$ cat config.mk
export PLATFORM = sky130hd
export DESIGN_NAME = forward_resolver
export DESIGN_NICKNAME = d
export VERILOG_FILES = /design/src/rtl/forward_resolver.sv
export SDC_FILE = /design/constraint.sdc
export NUM_CORES = 1
export LEC_CHECK = 0
export CORE_MARGIN = 2
export CORE_UTILIZATION = 53
export CTS_BUF_LIST = sky130_fd_sc_hd__clkbuf_4 sky130_fd_sc_hd__clkbuf_8
export DETAILED_ROUTE_END_ITERATION = 10
export PLACE_DENSITY = 0.82
export SLEW_MARGIN = 20
export SYNTH_ARGS = -nofsm -noshare
export SYNTH_HDL_FRONTEND = slang
export SYNTH_SLANG_ARGS = --single-unit
$ cat constraint.sdc
create_clock -name clk -period 3.5 [get_ports clk]
set_input_delay 0.7 -clock clk [delete_from_list [all_inputs] [get_ports clk]]
set_output_delay 0.7 -clock clk [all_outputs]
set_load 0.005 [all_outputs]
$ cat src/rtl/forward_resolver.sv
// forward_resolver
//   Forwarding-decision stage between the ingress packet buffer and the
//   per-egress write queues. Each accepted frame descriptor triggers an
//   address-table lookup; the result becomes a unicast, flood (ingress port
//   excluded) or drop decision. Unicast/flood decisions are queued and
//   delivered to egress ports through a per-port valid/ready handshake.
//   Drops are reported as a one-cycle pulse.
//
// Ports
//   clk, rst_n                      clock, asynchronous active-low reset
//   req_valid_i/req_ready_o         descriptor handshake (ready is credit based)
//   req_start_ptr_i                 buffer start pointer of the frame
//   req_dest_addr_i                 destination MAC (first octet in [47:40])
//   req_src_port_i                  ingress port
//   lookup_en_o/lookup_addr_o       address-table lookup strobe and key
//   lookup_hit_i/lookup_port_i      table result, LOOKUP_LAT cycles after strobe
//   write_reqs_o/port_ready_i       per-egress request / accept
//   start_ptr_o, flood_o            head decision pointer and flood flag
//   drop_valid_o, drop_ptr_o        drop pulse and pointer to free
//   unicast_cnt_o, flood_cnt_o, drop_cnt_o  wrapping decision counters
module forward_resolver #(
  parameter int NUM_PORTS  = 4,
  parameter int ADDR_W     = 12,
  parameter int LOOKUP_LAT = 2,
  parameter int FIFO_DEPTH = 4,
  parameter int CNT_W      = 32
) (
  input  logic                         clk,
  input  logic                         rst_n,
  input  logic                         req_valid_i,
  output logic                         req_ready_o,
  input  logic [ADDR_W-1:0]            req_start_ptr_i,
  input  logic [47:0]                  req_dest_addr_i,
  input  logic [$clog2(NUM_PORTS)-1:0] req_src_port_i,
  output logic                         lookup_en_o,
  output logic [47:0]                  lookup_addr_o,
  input  logic                         lookup_hit_i,
  input  logic [$clog2(NUM_PORTS)-1:0] lookup_port_i,
  output logic [NUM_PORTS-1:0]         write_reqs_o,
  input  logic [NUM_PORTS-1:0]         port_ready_i,
  output logic [ADDR_W-1:0]            start_ptr_o,
  output logic                         flood_o,
  output logic                         drop_valid_o,
  output logic [ADDR_W-1:0]            drop_ptr_o,
  output logic [CNT_W-1:0]             unicast_cnt_o,
  output logic [CNT_W-1:0]             flood_cnt_o,
  output logic [CNT_W-1:0]             drop_cnt_o
);

  localparam int PW  = $clog2(NUM_PORTS);
  localparam int FAW = $clog2(FIFO_DEPTH);
  localparam int OW  = $clog2(FIFO_DEPTH + 1);

  function automatic logic [NUM_PORTS-1:0] port_bit(input logic [PW-1:0] p);
    logic [NUM_PORTS-1:0] r;
    for (int i = 0; i < NUM_PORTS; i++) r[i] = (p == PW'(i));
    return r;
  endfunction

  logic                 accept;
  logic                 vld_p [0:LOOKUP_LAT];
  logic [ADDR_W-1:0]    ptr_p [0:LOOKUP_LAT];
  logic [PW-1:0]        src_p [0:LOOKUP_LAT];
  logic                 grp_p [0:LOOKUP_LAT];

  logic                 d_vld, d_flood, d_uni, d_drop, d_enq;
  logic [NUM_PORTS-1:0] d_mask;

  logic [NUM_PORTS-1:0] fifo_mask  [FIFO_DEPTH];
  logic [ADDR_W-1:0]    fifo_ptr   [FIFO_DEPTH];
  logic                 fifo_flood [FIFO_DEPTH];
  logic [FAW:0]         wr_idx, rd_idx;
  logic                 fifo_empty, push, pop, bypass;

  logic [NUM_PORTS-1:0] remain;
  logic                 head_free, retire;
  logic [OW-1:0]        out_q, out_next;

  assign accept = req_valid_i && req_ready_o;

  // ---- stage p0..pLAT: lookup strobe and tag pipeline ----
  always_ff @(posedge clk or negedge rst_n) begin
    if (!rst_n) begin
      lookup_en_o   <= 1'b0;
      lookup_addr_o <= '0;
      for (int k = 0; k <= LOOKUP_LAT; k++) vld_p[k] <= 1'b0;
    end else begin
      lookup_en_o <= accept;
      vld_p[0]    <= accept;
      if (accept) lookup_addr_o <= req_dest_addr_i;
      for (int k = 1; k <= LOOKUP_LAT; k++) vld_p[k] <= vld_p[k-1];
    end
  end

  always_ff @(posedge clk) begin
    if (accept) begin
      ptr_p[0] <= req_start_ptr_i;
      src_p[0] <= req_src_port_i;
      grp_p[0] <= req_dest_addr_i[40];
    end
    for (int k = 1; k <= LOOKUP_LAT; k++) begin
      ptr_p[k] <= ptr_p[k-1];
      src_p[k] <= src_p[k-1];
      grp_p[k] <= grp_p[k-1];
    end
  end

  // ---- decision: table result meets the last tag stage ----
  always_comb begin
    d_vld   = vld_p[LOOKUP_LAT];
    d_flood = d_vld && (grp_p[LOOKUP_LAT] || !lookup_hit_i);
    d_uni   = d_vld && !grp_p[LOOKUP_LAT] && lookup_hit_i &&
              (lookup_port_i != src_p[LOOKUP_LAT]);
    d_drop  = d_vld && !grp_p[LOOKUP_LAT] && lookup_hit_i &&
              (lookup_port_i == src_p[LOOKUP_LAT]);
    d_enq   = d_flood || d_uni;
    d_mask  = d_flood ? ~port_bit(src_p[LOOKUP_LAT]) : port_bit(lookup_port_i);
  end

  // Head is free when nothing is left pending after this edge's accepts;
  // it then refills from the FIFO, or directly from a new decision.
  always_comb begin
    remain     = write_reqs_o & ~port_ready_i;
    head_free  = (remain == '0);
    retire     = (write_reqs_o != '0) && head_free;
    fifo_empty = (wr_idx == rd_idx);
    pop        = head_free && !fifo_empty;
    bypass     = head_free && fifo_empty && d_enq;
    push       = d_enq && !bypass;
    out_next   = out_q + OW'(accept) - OW'(d_drop) - OW'(retire);
  end

  // ---- decision queue storage ----
  always_ff @(posedge clk) begin
    if (push) begin
      fifo_mask[wr_idx[FAW-1:0]]  <= d_mask;
      fifo_ptr[wr_idx[FAW-1:0]]   <= ptr_p[LOOKUP_LAT];
      fifo_flood[wr_idx[FAW-1:0]] <= d_flood;
    end
  end

  // ---- head stage, credits, drop pulse, counters ----
  always_ff @(posedge clk or negedge rst_n) begin
    if (!rst_n) begin
      wr_idx        <= '0;
      rd_idx        <= '0;
      write_reqs_o  <= '0;
      start_ptr_o   <= '0;
      flood_o       <= 1'b0;
      out_q         <= '0;
      req_ready_o   <= 1'b0;
      drop_valid_o  <= 1'b0;
      drop_ptr_o    <= '0;
      unicast_cnt_o <= '0;
      flood_cnt_o   <= '0;
      drop_cnt_o    <= '0;
    end else begin
      if (push) wr_idx <= wr_idx + 1'b1;
      if (pop)  rd_idx <= rd_idx + 1'b1;

      if (pop) begin
        write_reqs_o <= fifo_mask[rd_idx[FAW-1:0]];
        start_ptr_o  <= fifo_ptr[rd_idx[FAW-1:0]];
        flood_o      <= fifo_flood[rd_idx[FAW-1:0]];
      end else if (bypass) begin
        write_reqs_o <= d_mask;
        start_ptr_o  <= ptr_p[LOOKUP_LAT];
        flood_o      <= d_flood;
      end else begin
        write_reqs_o <= remain;
      end

      // Outstanding = in-flight lookups + queued decisions + busy head.
      out_q       <= out_next;
      req_ready_o <= (out_next < OW'(FIFO_DEPTH));

      drop_valid_o <= d_drop;
      if (d_drop) drop_ptr_o <= ptr_p[LOOKUP_LAT];

      if (d_uni)   unicast_cnt_o <= unicast_cnt_o + 1'b1;
      if (d_flood) flood_cnt_o   <= flood_cnt_o + 1'b1;
      if (d_drop)  drop_cnt_o    <= drop_cnt_o + 1'b1;
    end
  end

endmodule

Word level (Yosys, flattened, before mapping). Memories as Yosys holds them, arrays and structs flattened. Index checks and enable logic that the tools add are counted.

Add/subtract/negate cells: 8. $lt $le $gt $ge: 1. Equal/unequal tests: 9. Mux-type cells: 11. Bitwise logic cells: 3. Reductions and logical operators: 22.

Operators by type and width (number): 32-bit by 1-bit adder with 32-bit output, second input constant (3); 12-bit two-way mux (2); 4-bit two-way mux (3); 1-bit logical AND (11); 2-bit == test, second input constant (4); 4-bit NOT (2); 3-bit by 1-bit adder with 3-bit output, second input constant (2); 1-bit two-way mux (6); 3-bit by 1-bit subtractor with 3-bit output (2); 4-bit bitwise AND (1); 2-bit by 1-bit == test with 1-bit output, second input constant (2); 1-bit logical NOT (4); 2-bit logical NOT (2); 4-bit logical NOT (1); 4-bit nonzero test (1); 3-bit by 1-bit adder with 3-bit output (1); 3-bit == test (1); 3-bit less-than comparator, second input constant (1); 2-bit == test (1); 1-bit logical OR (2); 2-bit inequality test (1); 2-bit nonzero test (1).

Flip-flop bits (word level): 187. Bits in writable memories: 113. Output and inout bits: 176. Word-level logic and storage cells: 76. Memories kept: 6.

Memories: fifo_ptr (depth 4, width 12, read ports 1, clocked after Yosys merged registers in 0, wr ports 1, line 70) `logic [ADDR_W-1:0] fifo_ptr [FIFO_DEPTH];`; ptr_p (depth 3, width 12, read ports 3, clocked after Yosys merged registers in 0, wr ports 3, line 62) `logic [ADDR_W-1:0] ptr_p [0:LOOKUP_LAT];`; fifo_mask (depth 4, width 4, read ports 1, clocked after Yosys merged registers in 0, wr ports 1, line 69) `logic [NUM_PORTS-1:0] fifo_mask [FIFO_DEPTH];`; src_p (depth 3, width 2, read ports 3, clocked after Yosys merged registers in 0, wr ports 3, line 63) `logic [PW-1:0] src_p [0:LOOKUP_LAT];`; fifo_flood (depth 4, width 1, read ports 1, clocked after Yosys merged registers in 0, wr ports 1, line 71) `logic fifo_flood [FIFO_DEPTH];`; grp_p (depth 3, width 1, read ports 3, clocked after Yosys merged registers in 0, wr ports 3, line 64) `logic grp_p [0:LOOKUP_LAT];`.

Longest topological paths before layout. Gate-level depths: netlist (run 1).

Word-level depth: 10. Mapped depth: 10.

Least setup slack after synthesis (run 1). OpenSTA, ideal clock, no wires.

Path kind: input port to flip-flop. From: input port lookup_port_i[1]. To: register out_q[2]. Setup time: 0.121 ns. Arrival time: 2.747 ns. Slack: 0.632 ns. Stages: 10. Buffers on the path: 1. Path through: xor2_1 -> nor3_2 -> buf_2 -> fa_1 -> inv_1 -> ha_1 -> ha_1 -> xnor2_1 -> xor2_1 -> inv_1.

Word-level cells in the longest chain between the ends: 4.

RTL lines: start, declared (line 38) `input logic [$clog2(NUM_PORTS)-1:0] lookup_port_i,`; 2-bit == test (line 115) `(lookup_port_i == src_p[LOOKUP_LAT]);`; 1-bit logical AND (line 114) `d_drop = d_vld && !grp_p[LOOKUP_LAT] && lookup_hit_i &&`; via d_drop (line 66) `logic d_vld, d_flood, d_uni, d_drop, d_enq;`; 3-bit by 1-bit subtractor with 3-bit output (2 in a row) (line 130) `out_next = out_q + OW'(accept) - OW'(d_drop) - OW'(retire);`; via out_next[2] (line 77) `logic [OW-1:0] out_q, out_next;`; end signal, assigned (line 174) `out_q <= out_next;`; end, declared (line 77).

The timed path passes the listed nets, and every way through them passes these cells. A chain may end at the register's enable or synchronous reset.

Worst setup path in the final report (run 1).
From: input port lookup_port_i[1]. To: memory fifo_mask[0][2] (enable).

Word-level cells in the longest chain between the ends: 8.

RTL lines: 2-bit inequality test (*) (line 113) `(lookup_port_i != src_p[LOOKUP_LAT]);`; 1-bit logical AND (*) (line 112) `d_uni = d_vld && !grp_p[LOOKUP_LAT] && lookup_hit_i &&`; 1-bit logical OR (*) (line 116) `d_enq = d_flood || d_uni;`; 1-bit logical AND (line 128) `bypass = head_free && fifo_empty && d_enq;`; 1-bit logical NOT (line 129) `push = d_enq && !bypass;`; 1-bit logical AND (*) (line 129); 1-bit two-way mux (*) (line 135) `if (push) begin`; 1-bit two-way mux (not written as such) (*) (line 136) `fifo_mask[wr_idx[FAW-1:0]] <= d_mask;`; end, declared (line 69).

Mark *: on every way between the ends. The rest lies on a longest branch, timed or not.

==> flow_metrics.env, run 1 <==
export IMPL_layout_drive_gt1_share=0.188
export IMPL_first_global_vias=8267
export IMPL_min_period_over_period=0.769
export IMPL_fin_crit_ns=2.69
export IMPL_ys_ff_latch=300
export IMPL_post_route_util=0.729
export IMPL_ant_nets=0
export IMPL_path_clk_slew_ns=0.06
export IMPL_synthTopCellsByArea="dfrtp_1 (39%), edfxtp_1 (21%), mux2_2 (6.1%)"
export IMPL_place_hpwl_um=19400
export IMPL_cts_tree="yes"
export IMPL_vias=7967
export IMPL_numCtsBuffers=49
export IMPL_cts_setup_buffers=0
export IMPL_fin_worst_skew_ns=0.0221
export IMPL_wl_met3_um=2300
export IMPL_syn_area_um2=11900
export IMPL_route_met2_wl_um=13300
export IMPL_setup_viol=0
export IMPL_antenna_found_initial=0
export IMPL_end_kind="flip-flop"
export IMPL_status="completed"
export IMPL_first_pass_iters=5
export IMPL_grt_overflow_total=0
export IMPL_clock_path_buffers=3
export IMPL_syn_inst=824
export IMPL_tightest_slew_ns=0.933
export IMPL_core_area_um2=21900
export IMPL_synth_edf_count=83
export IMPL_grt_pass1_wl_um=44500
export IMPL_slew_headroom=0.378
export IMPL_ys_warnings_count=0
export IMPL_synth_cell_type_count=52
export IMPL_power_leakage_uw=0.00657
export IMPL_fin_setup_tns_ns=0
export IMPL_syn2layout_area_growth_pct=34.2
export IMPL_placementRows=54
export IMPL_synth_ff_type="dfrtp_1"
export IMPL_place_congestion=0.795
export IMPL_crit_required_ns=3.67
export IMPL_route_top_layer_used="met4"
export IMPL_start_util=0.543
export IMPL_die_w_um=154
export IMPL_fillers=1452
export IMPL_h_tree_depth=2
export IMPL_grt_max_degree=86
export IMPL_die_area_um2=23600
export IMPL_diodes=0
export IMPL_root_buffer="clkbuf_8"
export IMPL_path_class="in2reg"
export IMPL_async_reset_ff_frac=0.623
export IMPL_drt_initial_drc_count=467
export IMPL_syn_avg_cell_area_um2=14.4
export IMPL_vias_per_cell=5.53
export IMPL_synth_top_area_frac=0.394
export IMPL_maxSlewViolCount=0
export IMPL_io_buffers=247
export IMPL_drc=0
export IMPL_critPathArrivalTime_ns=2.86
export IMPL_hold_viol_final=0
export IMPL_worstSetupStartpointType="input port"
export IMPL_wl_met1_um=11300
export IMPL_yosys_area_top_type="dfrtp_1"
export IMPL_fmax_mhz=372
export IMPL_synth_seq_area_share=0.654
export IMPL_io_pins=248
export IMPL_maxCapViolations=0
export IMPL_crit_fanout=17
export IMPL_clk_insertion_delay_late_ns=0.57
export IMPL_track_usage=0.236
export IMPL_vdd_ir_drop_max_mv=0.531
export IMPL_final_nets=1204
export IMPL_mappedNetlistNets=908
export IMPL_rsz0062_at_grt="false"
export IMPL_cts_resized=0
export IMPL_min_path_type="in2async"
export IMPL_hold_buffers=0
export IMPL_pwr_density_cell_nw_per_um2=752
export IMPL_drt_total_wl_um=27600
export IMPL_die_height_um=154
export IMPL_clock_sinks=300
export IMPL_wl_per_cell_um=19.2
[power breakdown]
group | leakage [uW] | internal [uW] | switching [uW]
Clock | 0.000604 | 1990 | 1390
Sequential | 0.00337 | 4470 | 519
Combinational | 0.00260 | 2090 | 1530
[Yosys cell counts, drive strengths merged (2+ instances only)]
cell type and count:
o31ai 16, a2bb2oi 12, or4 2, clkbuf 14, nand2b 5, nor4 15, a31o 12, nor2 14
nand2 33, xnor2 68, o31a 3, and3 13, a21oi 6, nand4b 3, nor2b 2, edfxtp 83
buf 13, xor2 38, nand3 35, o211ai 2, and2 6, nor3b 3, nand4 33, dfrtp 187
nor3 25, and4 17, mux2 64, dfxtp 30, ha 11, mux4 17, inv 28, a211oi 2
[cell families (layout without fill, tap and decap cells)]
family                   count (synthesis)  count (layout)  synth area share
AO/OA/AOI/OAI                           59              59            0.0399
XOR/XNOR                               106             106            0.0781
adder cells (fa/ha/maj)                 12              12            0.0133
buffers and inverters                   56             392            0.0192
flip-flops                             300             300             0.654
multiplexers                            82              82            0.0937
AND/OR/NAND/NOR                        209             209             0.102
[sequential cells by signal, indices dropped and copies added (netlist names), 2 cells and up]
signal	cells
drop_cnt_o	32
fifo_flood	4
lookup_addr_o	48
ptr_p	36
fifo_mask	16
wr_idx	3
grp_p	3
out_q	3
vld_p	2
write_reqs_o	4
start_ptr_o	12
drop_ptr_o	12
unicast_cnt_o	32
fifo_ptr	48
flood_cnt_o	32
src_p	6
rd_idx	3
[worst max-delay path, cell delays in order]
cell	delay [ns]
clkdlybuf4s50_1	0.59
xor2_1	0.40
o31ai_2	0.14
a21oi_1	0.25
and2_1	0.78
[layout make-up]
cell class              instances  area, um2  area share
clock inverters                13        165      0.0104
flip-flops and latches        300       7770       0.487
well taps                     280        350      0.0220
repair buffers                272       2690       0.169
multi-input cells             468       3890       0.244
inverters                      29        109     0.00683
clock buffers                  78        967      0.0606
[per-layer routing]
layer  GRT usage  vias up
met1       0.311     3980
li1            -     3634
met3      0.0722       52
met5           0        -
met2       0.379      301
met4      0.0791        0
[cells in the final DEF (no fill, tap or decap), types with 23 or more instances in the layout]
master	instances
buf_4	23
clkbuf_8	62
clkdlybuf4s50_1	246
dfrtp_1	187
dfxtp_1	30
edfxtp_1	83
inv_1	28
mux2_2	64
nand2_1	32
nand3_1	35
nand4_1	33
nor3_1	24
xnor2_1	68
xor2_1	38
[final timing paths]
| kind | from | endpoint | slack (ns) | depth (start not counted) |
|---|---|---|---|---|
| max | lookup_port_i[1] | fifo_mask[0][2]$_DFFE_PP_ | 0.81 | 5 |
| min | rst_n | drop_cnt_o[26]$_DFFE_PN0N_ | 0.17 | 1 |
| max reg2reg | wr_idx[0]$_DFFE_PN0N_ | fifo_mask[0][2]$_DFFE_PP_ | 0.99 | 5 |
| min reg2reg | ptr_p[0][19]$_DFF_P_ | ptr_p[0][31]$_DFF_P_ | 0.32 | 0 |
| max in group asynchronous | rst_n | flood_cnt_o[21]$_DFFE_PN0N_ | 2.48 | 2 |
| min in group clk | ptr_p[0][19]$_DFF_P_ | ptr_p[0][31]$_DFF_P_ | 0.32 | 0 |
[stage by stage]
step	setup WS (ns)	instance area (um2)	hold slack, ns	power [uW]	cells
2_1_floorplan	0.632	11900	0.310	6780	824
3_3_place_gp	0.352	14800	0.311	8550	1349
3_5_place_dp	0.216	14800	0.312	8670	1349
4_1_cts	0.828	15900	0.195	12100	1440
5_1_grt	0.660	15900	0.238	12600	1440
6_report	0.809	15900	0.171	12000	1440
(Power assumes the default switching activity.)
==> run 2, diff against run 1 <==
Settings changed: CORE_UTILIZATION 53 to 48, PLACE_DENSITY 0.82 to 0.79.
Clock period 3.5 ns to 2.4 ns, I/O delays scaled along.
==> run 2 against run 1 <==
Net effect:
- setup slack lost 0.67 ns
- global-route usage shrank 1.8 points
- hold slack gained 0.15 ns
- flip-flop and latch count is the same
- wire length grew 1.5%
- total power grew 43%
- die area grew 10%
- combinational power grew 53%
- first-iteration DRC count grew 7.7%
- register-to-register slack lost 0.85 ns
==> flow_metrics.env, run 2 (same netlist as run 1, synthesis figures left out) <==
export IMPL_min_period_over_period=0.943
export IMPL_cp_cell_sequence="xor2_2 -> nor3_4 -> fa_1 -> ha_1 -> inv_1 -> ha_1 -> xnor2_2 -> xor2_1 -> inv_1"
export IMPL_final_cell_mix="clkdlybuf4s50_1 (245), dfrtp_1 (186), edfxtp_1 (83), xnor2_1 (67), mux2_2 (64)"
export IMPL_drc=0
export IMPL_final_common_cell="clkdlybuf4s50_1"
export IMPL_vias_per_cell=5.37
export IMPL_grt_pass1_wl_um=45300
export IMPL_final_area_um2=16200
export IMPL_timing_critical_path_from="src_p[0][4]$_DFF_P_"
export IMPL_grt_max_degree=59
export IMPL_drt_initial_drc_count=503
export IMPL_path_class="reg2reg"
export IMPL_numCtsBuffers=50
export IMPL_clk_insertion_delay_late_ns=0.58
export IMPL_critPathArrivalTime_ns=2.71
export IMPL_h_tree_depth=2
export IMPL_slowest_stage="dfxtp_1"
export IMPL_syn2layout_area_growth_pct=35.9
export IMPL_min_path_type="reg2reg"
export IMPL_root_buffer="clkbuf_8"
export IMPL_first_pass_iters=5
export IMPL_fmax_mhz=442
export IMPL_rsz0062_at_grt="true"
export IMPL_io_buffers=247
export IMPL_die_area_um2=26000
export IMPL_grt_overflow_total=0
export IMPL_r2r_cells=9
export IMPL_core_area_um2=24300
export IMPL_cts_setup_buffers=0
export IMPL_maxSlewViolCount=0
export IMPL_clock_sinks=300
export IMPL_fin_ws_ns=0.137
export IMPL_placementRows=57
export IMPL_fin_worst_skew_ns=0.0215
export IMPL_start_util=0.489
export IMPL_setup_viol=0
export IMPL_finalPower_uw=17200
export IMPL_end_kind="flip-flop"
export IMPL_wl_per_cell_um=18.6
export IMPL_post_route_util=0.664
export IMPL_hold_path_startpoint="ptr_p[0][15]$_DFF_P_"
export IMPL_r2r_slack_ns=0.14
export IMPL_tightest_slew_ns=0.612
export IMPL_hold_viol_final=0
export IMPL_power_leakage_uw=0.00667
export IMPL_slowest_delay_ns=0.46
export IMPL_place_area_um2=15100
export IMPL_fin_crit_ns=2.26
export IMPL_place_ws_ns=-0.453
export IMPL_cts_tree="yes"
export IMPL_die_height_um=161
export IMPL_io_pins=248
export IMPL_min_to="ptr_p[0][27]$_DFF_P_"
export IMPL_place_congestion=0.806
export IMPL_whs_ns=0.324
export IMPL_clock_path_buffers=3
export IMPL_antenna_found_initial=0
export IMPL_final_nets=1237
export IMPL_hold_path_cell_count=0
export IMPL_maxCapViolations=0
export IMPL_pwr_density_cell_nw_per_um2=1070
export IMPL_crit_fanout=4
export IMPL_vias=8125
export IMPL_worstSetupStartpointType="flip-flop"
export IMPL_die_w_um=161
export IMPL_vdd_ir_drop_max_mv=0.819
export IMPL_reg2reg_from="src_p[0][4]$_DFF_P_"
export IMPL_track_usage=0.219
export IMPL_place_hpwl_um=19900
export IMPL_path_clk_slew_ns=0.06
export IMPL_first_global_vias=8443
export IMPL_ant_nets=0
export IMPL_drt_total_wl_um=28100
export IMPL_r2r_end="out_q[2]$_DFF_PN0_"
export IMPL_slew_headroom=0.592
export IMPL_fillers=1773
export IMPL_diodes=0
export IMPL_layout_drive_gt1_share=0.206
export IMPL_crit_required_ns=2.85
export IMPL_status="completed"
## run 2: timing repair
item,4_1_cts,5_1_grt
setup endpoints to repair,0,2
gates resized for setup,0,7
hold buffers,1,0
endpoints found under the hold margin,48,0
## run 2: cell type report
type	instances	area [um2]	share of cell area
well taps	324	405	0.0251
clock inverters	19	131	0.00813
clock buffers	68	842	0.0521
repair buffers	304	2960	0.183
multi-input cells	468	3930	0.243
inverters	29	109	0.00674
flip-flops and latches	300	7770	0.481
## run 2: how the worst max path moves through the flow
stage / cells after the start / end / slack, ns
6_report: 9 / out_q[2]$_DFF_PN0_ / 0.14
5_1_grt: 9 / out_q[2]$_DFF_PN0_ / -0.01
4_1_cts: 9 / out_q[2]$_DFF_PN0_ / 0.11
3_5_place_dp: 10 / out_q[2]$_DFF_PN0_ / -0.45
3_3_place_gp: 10 / out_q[2]$_DFF_PN0_ / -0.37
2_1_floorplan: 10 / out_q[2]$_DFF_PN0_ / -0.05
## run 2: through the flow
| step | std cells | setup TNS [ns] |
|---|---|---|
| global placement | 1424 | -13.13 |
| finish | 1512 | 0 |
| CTS | 1512 | 0 |
| global route | 1512 | -0.0136 |
| detailed placement | 1424 | -14.82 |
| floorplan | 824 | -0.0526 |
## run 2: routing by layer
layer / global-route usage / up-vias / part of all wire
met3: 0.0688 / 47 / 0.087
met4: 0.0706 / 0 / 0.018
met1: 0.281 / 4070 / 0.41
li1: - / 3688 / -
met2: 0.356 / 320 / 0.48
met5: 0 / - / 0
## run 2: worst max-delay path: cells and delay by family (launching register included)
kind	cells	cell delay, ns
xor+xnor	3	0.62
fa+ha+maj	3	0.90
buf+inv	2	0.10
flops	1	0.46
simple gates	1	0.07
## run 2: where the power goes
group,total (uW),switching (uW),internal [uW]
registers,7260,752,6510
logic,5560,2330,3220
clock network,4400,2000,2390
total,17200,5090,12100
